<file path="src/rtl/core_wb_arbiter.sv">
// Register-file write-port arbiter: merges ALU results with buffered long-latency
// completions and tracks outstanding long-latency destinations in a scoreboard.
module core_wb_arbiter #(
  parameter int FIFO_DEPTH = 2
) (
  input  logic                          clk,
  input  logic                          rst,
  input  logic                          alu_valid,
  output logic                          alu_ready,
  input  logic [4:0]                    alu_rd_addr,
  input  logic [31:0]                   alu_rd_data,
  input  logic                          lsu_valid,
  output logic                          lsu_ready,
  input  logic [4:0]                    lsu_rd_addr,
  input  logic [31:0]                   lsu_rd_data,
  input  logic                          issue_valid,
  input  logic                          issue_long,
  input  logic [4:0]                    issue_rd_addr,
  input  logic [4:0]                    rs1_addr,
  input  logic [4:0]                    rs2_addr,
  output logic                          hazard,
  output logic                          wreg,
  output logic [4:0]                    rd_addr,
  output logic [31:0]                   rd_data,
  output logic [31:0]                   pending,
  output logic [$clog2(FIFO_DEPTH):0]   fifo_count
);

  localparam int PW = (FIFO_DEPTH > 1) ? $clog2(FIFO_DEPTH) : 1;
  localparam int CW = $clog2(FIFO_DEPTH) + 1;

  logic [4:0]    mem_addr_q [FIFO_DEPTH];
  logic [31:0]   mem_data_q [FIFO_DEPTH];
  logic [PW-1:0] wr_ptr_q, rd_ptr_q;
  logic [CW-1:0] count_q, count_d;
  logic          wreg_q, wreg_d;
  logic [4:0]    rd_addr_q, rd_addr_d;
  logic [31:0]   rd_data_q, rd_data_d;
  logic          src_long_q, src_long_d;
  logic [31:0]   pending_q, pending_d;
  logic          full, empty, push, pop, take_alu;

  assign full     = (count_q == CW'(FIFO_DEPTH));
  assign empty    = (count_q == '0);
  assign push     = lsu_valid & ~full;
  // A full FIFO always wins the port so completions cannot starve behind the ALU.
  assign pop      = full | (~alu_valid & ~empty);
  assign take_alu = alu_valid & ~full;
  assign count_d  = count_q + CW'(push) - CW'(pop);

  always_comb begin
    wreg_d     = 1'b0;
    rd_addr_d  = rd_addr_q;
    rd_data_d  = rd_data_q;
    src_long_d = 1'b0;
    if (pop) begin
      wreg_d     = (mem_addr_q[rd_ptr_q] != 5'd0);
      rd_addr_d  = mem_addr_q[rd_ptr_q];
      rd_data_d  = mem_data_q[rd_ptr_q];
      src_long_d = 1'b1;
    end else if (take_alu) begin
      wreg_d     = (alu_rd_addr != 5'd0);
      rd_addr_d  = alu_rd_addr;
      rd_data_d  = alu_rd_data;
    end
  end

  // Clear on the committing write first so a same-edge re-issue keeps the bit set.
  always_comb begin
    pending_d = pending_q;
    if (wreg_q & src_long_q)
      pending_d[rd_addr_q] = 1'b0;
    if (issue_valid & issue_long & (issue_rd_addr != 5'd0))
      pending_d[issue_rd_addr] = 1'b1;
    pending_d[0] = 1'b0;
  end

  always_ff @(posedge clk or posedge rst) begin
    if (rst) begin
      wr_ptr_q   <= '0;
      rd_ptr_q   <= '0;
      count_q    <= '0;
      wreg_q     <= 1'b0;
      rd_addr_q  <= '0;
      rd_data_q  <= '0;
      src_long_q <= 1'b0;
      pending_q  <= '0;
    end else begin
      if (push) wr_ptr_q <= wr_ptr_q + PW'(1);
      if (pop)  rd_ptr_q <= rd_ptr_q + PW'(1);
      count_q    <= count_d;
      wreg_q     <= wreg_d;
      rd_addr_q  <= rd_addr_d;
      rd_data_q  <= rd_data_d;
      src_long_q <= src_long_d;
      pending_q  <= pending_d;
    end
  end

  always_ff @(posedge clk) begin
    if (push) begin
      mem_addr_q[wr_ptr_q] <= lsu_rd_addr;
      mem_data_q[wr_ptr_q] <= lsu_rd_data;
    end
  end

  assign alu_ready  = ~full;
  assign lsu_ready  = ~full;
  assign hazard     = pending_q[rs1_addr] | pending_q[rs2_addr] |
                      (issue_valid & pending_q[issue_rd_addr]);
  assign wreg       = wreg_q;
  assign rd_addr    = rd_addr_q;
  assign rd_data    = rd_data_q;
  assign pending    = pending_q;
  assign fifo_count = count_q;

endmodule

</file>
<file path="config.mk">
export PLATFORM = sky130hd
export DESIGN_NAME = core_wb_arbiter
export DESIGN_NICKNAME = d
export VERILOG_FILES = /design/src/rtl/core_wb_arbiter.sv
export SDC_FILE = /design/constraint.sdc
export NUM_CORES = 1
export LEC_CHECK = 0
export CAP_MARGIN = 30
export CORE_ASPECT_RATIO = 0.9
export CORE_MARGIN = 4
export CORE_UTILIZATION = 49
export DETAILED_ROUTE_END_ITERATION = 6
export MAX_ROUTING_LAYER = met4
export PLACE_DENSITY = 0.87
export SLEW_MARGIN = 20
export SYNTH_ARGS = -nofsm -noshare
export SYNTH_HDL_FRONTEND = slang
export SYNTH_SLANG_ARGS = --single-unit
</file>
<file path="constraint.sdc">
create_clock -name clk -period 4.1 [get_ports clk]
set_clock_uncertainty 0.15 [all_clocks]
set_input_delay 0.615 -clock clk [delete_from_list [all_inputs] [get_ports clk]]
set_output_delay 0.615 -clock clk [all_outputs]
set_load 0.03 [all_outputs]
</file>
==> impl_results.md <==
- Status: completed
- Pin count of the biggest net entering global routing: 70
- Commonest non-fill, non-tap cell in the layout: clkdlybuf4s50_1
- WL/cell: 20.8 um
- Detailed Route Iter0 Violations: 494
- Htree depth: 4
- Via count: 5307
- Final Wtd Congestion: 1.00
- Leak: 3.46 nW
- Routed wire length: 18800 um
- PD cells: 806 nW/um^2
- Hold_sp: rd_data[1]$_DFFE_PP0P_
- Post-synth EDFFs: 74
- Area growth syn-to-layout: 37.0%
- Post-CTS setup buffer count: 0
- Drt drc: 0
- Post-synthesis compound-gate area fraction: 0.126
- CP top delay family: buffers and inverters
- Die X: 131 um
- Num rows: 40
- Slew HR: 0.390
- Synth Area in XOR/XNOR: 0.00522
- Worst Tran Pin Value: 0.914 ns
- Reg2Reg Setup Slack: 1.79 ns
- Routed vias/inst: 5.88
- CTS tree: done
- Maximum clock frequency: 261 MHz
- Core ar.: 13400 um^2
- Crit path DAT: 3.07 ns
- Seq/Total Area, Yosys: 0.607
- Startpoint types: primary input
- Worst setup path category: in2out
- First-pass GRT wire length: 29500 um
- Top cell by count, worst path: clkdlybuf4s50_1
- Crit end category: primary output
- Pwr Total: 7.41 mW
- Synth Area in Simple Gates: 0.0876
- Clk slew on worst S/H paths: 0.06 ns
- Boundary Pins: 170
- Final HPWL DP: 13200 um
- Tmin final: 3.84 ns
- Worst skew pair latency: 0.41 ns
- Req. time, crit path: 3.34 ns
- Hold depth: 2
- # setup viols final: 0
- TritonCTS sink count: 148
- Worst-path cell chain: clkdlybuf4s50_1 > mux4_1 > mux4_2 > o21ai_1 > nand3_1 > clkdlybuf4s50_1
- Min-Delay Path Class: reg2reg
- Final TNS setup: 0 ns
- Die height: 119 um
- RR Startpoint: fifo_count[0]$_DFF_PP0_
- Reg2Reg Capture Point: mem_data_q[1][7]$_DFFE_PP_
- Post-route ant nets: 0
- Gr ovfl total: 0
- Ys flop type: edfxtp_1
- Starting Density: 0.503
- Number of global-route vias before repair: 5419
- Initial antenna violation count: 0
- Hold buffer count at CTS: 0
- R2R depth: 3
- Final period util: 0.936
- # nets final: 819
- Avg Inst Size Synth: 12.1 um^2
- Clock buffer depth: 2
- RSZ-0062 raised after global routing: no
- Main combinational cell family by area after synthesis: multiplexers
- Final slew viol count: 0
- Async S/R FF share, synth: 0.500
- Diode count: 0
- Multiplexer area fraction after synthesis: 0.143
- Syn. warnings: 0
- Max IR drop VDD: 474 uV
- Number of port buffers: 168
- Total track usage: 0.248
- TritonRoute pass-1 iters: 5
- Root buf cell: clkbuf_16
- Critical Path Slowest Stage Cell: clkdlybuf4s50_1
- Adder-Cell Fraction of Synth Area: 0.00373
- Worst Hold End: rd_data[1]$_DFFE_PP0P_
- Cts bufs inserted: 17
- Number of maximum-capacitance violations: 0
- Cell Area, Synth: 6720 um^2
- Die ar.: 15600 um^2
- Worst Setup SP: rs1_addr[0]
- Syn Nets: 652
- Final count of hold timing violations: 0
- Max stage delay on crit path: 0.60 ns
- Fraction of layout instances using a drive strength above 1: 0.101
- Yosys cell types: 41
- Buffers and inverters on the worst path: 2
- Critical Path Fanout Max: 5
- Seq cells post-synth: 148
- Commonest non-fill, non-tap cells in the layout: 168 x clkdlybuf4s50_1, 134 x o21ai_0, 87 x nand2_1, 74 x edfxtp_1, 73 x dfrtp_1
- Gate Count Post-Synth: 555
## final cells by class
type,count,area [um^2]
clock buffers,23,478
multi-input cells,369,2500
repair buffers,181,1790
clock inverters,9,128
flip-flops and latches,148,4080
well taps,168,210
inverters,5,18.8
fillers,934,4160
## worst max-delay path by stage
stage / endpoint / slack (ns) / cells after the start
2_1_floorplan: mem_addr_q[0][0]$_DFFE_PP_ / 0.67 / 5
3_3_place_gp: hazard / 0.20 / 9
3_5_place_dp: hazard / 0.18 / 9
4_1_cts: hazard / 0.17 / 9
5_1_grt: hazard / 0.11 / 9
6_report: hazard / 0.26 / 6
## kinds of logic after synthesis
family | after synthesis
buf+inv | 38
other cells | 1
simple gates | 131
compound gates | 160
xor+xnor | 4
flops | 148
mux | 71
fa+ha+maj | 2
## where the power goes
group          switching, mW  total [mW]  leakage [nW]  internal (mW)
combinational           1.85        3.18          1.65           1.33
clock                  0.571        1.57         0.289           1.00
sequential             0.527        2.67          1.52           2.14
total                   2.95        7.41          3.46           4.47
## timing repair
action,4_1_cts,5_1_grt
hold endpoints to repair,0,0
gates resized for setup,0,1
endpoints found under the setup margin,0,1
## registers in the layout (all words and copies together) (netlist names)
| signal | count |
|---|---|
| wreg | 1 |
| wr_ptr_q | 1 |
| fifo_count | 2 |
| src_long_q | 1 |
| pending | 31 |
| rd_ptr_q | 1 |
| mem_data_q | 64 |
| rd_data | 32 |
| mem_addr_q | 10 |
| rd_addr | 5 |
## cells in the mapped netlist (3+ instances only)
cell / count / area [um^2]
a21oi_1: 5 / 25.0
a22oi_1: 5 / 37.5
buf_2: 10 / 50.1
clkbuf_1: 19 / 71.3
dfrtp_1: 74 / 1850
edfxtp_1: 74 / 2220
inv_1: 5 / 18.8
mux2_2: 7 / 78.8
mux2i_1: 46 / 460
mux4_1: 5 / 131
mux4_2: 13 / 293
nand2_1: 87 / 327
nand3_1: 5 / 25.0
nand3b_1: 7 / 52.6
nor2_1: 10 / 37.5
nor2b_1: 3 / 18.8
o21ai_0: 134 / 671
o22ai_1: 6 / 37.5
o31ai_1: 3 / 22.5
or3_1: 3 / 18.8
or3b_2: 3 / 26.3
xnor2_1: 3 / 26.3
## routing by layer
| metal | global-route usage | routed length (um) |
|---|---|---|
| met5 | - | 0 |
| met4 | 0.0840 | 393 |
| met3 | 0.0663 | 1520 |
| met2 | 0.399 | 9260 |
| met1 | 0.309 | 7640 |
## worst register-to-register path: cells and delay by family, from the launching register on
family | cells | cell delay, ns
buffers and inverters | 1 | 0.18
AND/OR/NAND/NOR | 2 | 0.99
flip-flops | 1 | 0.60
## metrics by stage
step	hold slack [ns]	setup WS, ns	cells	util	area, um^2
2_1_floorplan	0.310	0.674	555	-	6720
6_report	0.326	0.262	903	0.688	9200
4_1_cts	0.332	0.172	903	0.688	9190
3_3_place_gp	0.313	0.199	870	0.641	8570
5_1_grt	0.360	0.107	903	0.688	9200
3_5_place_dp	0.320	0.182	871	0.643	8590
(Power assumes the default switching activity.)
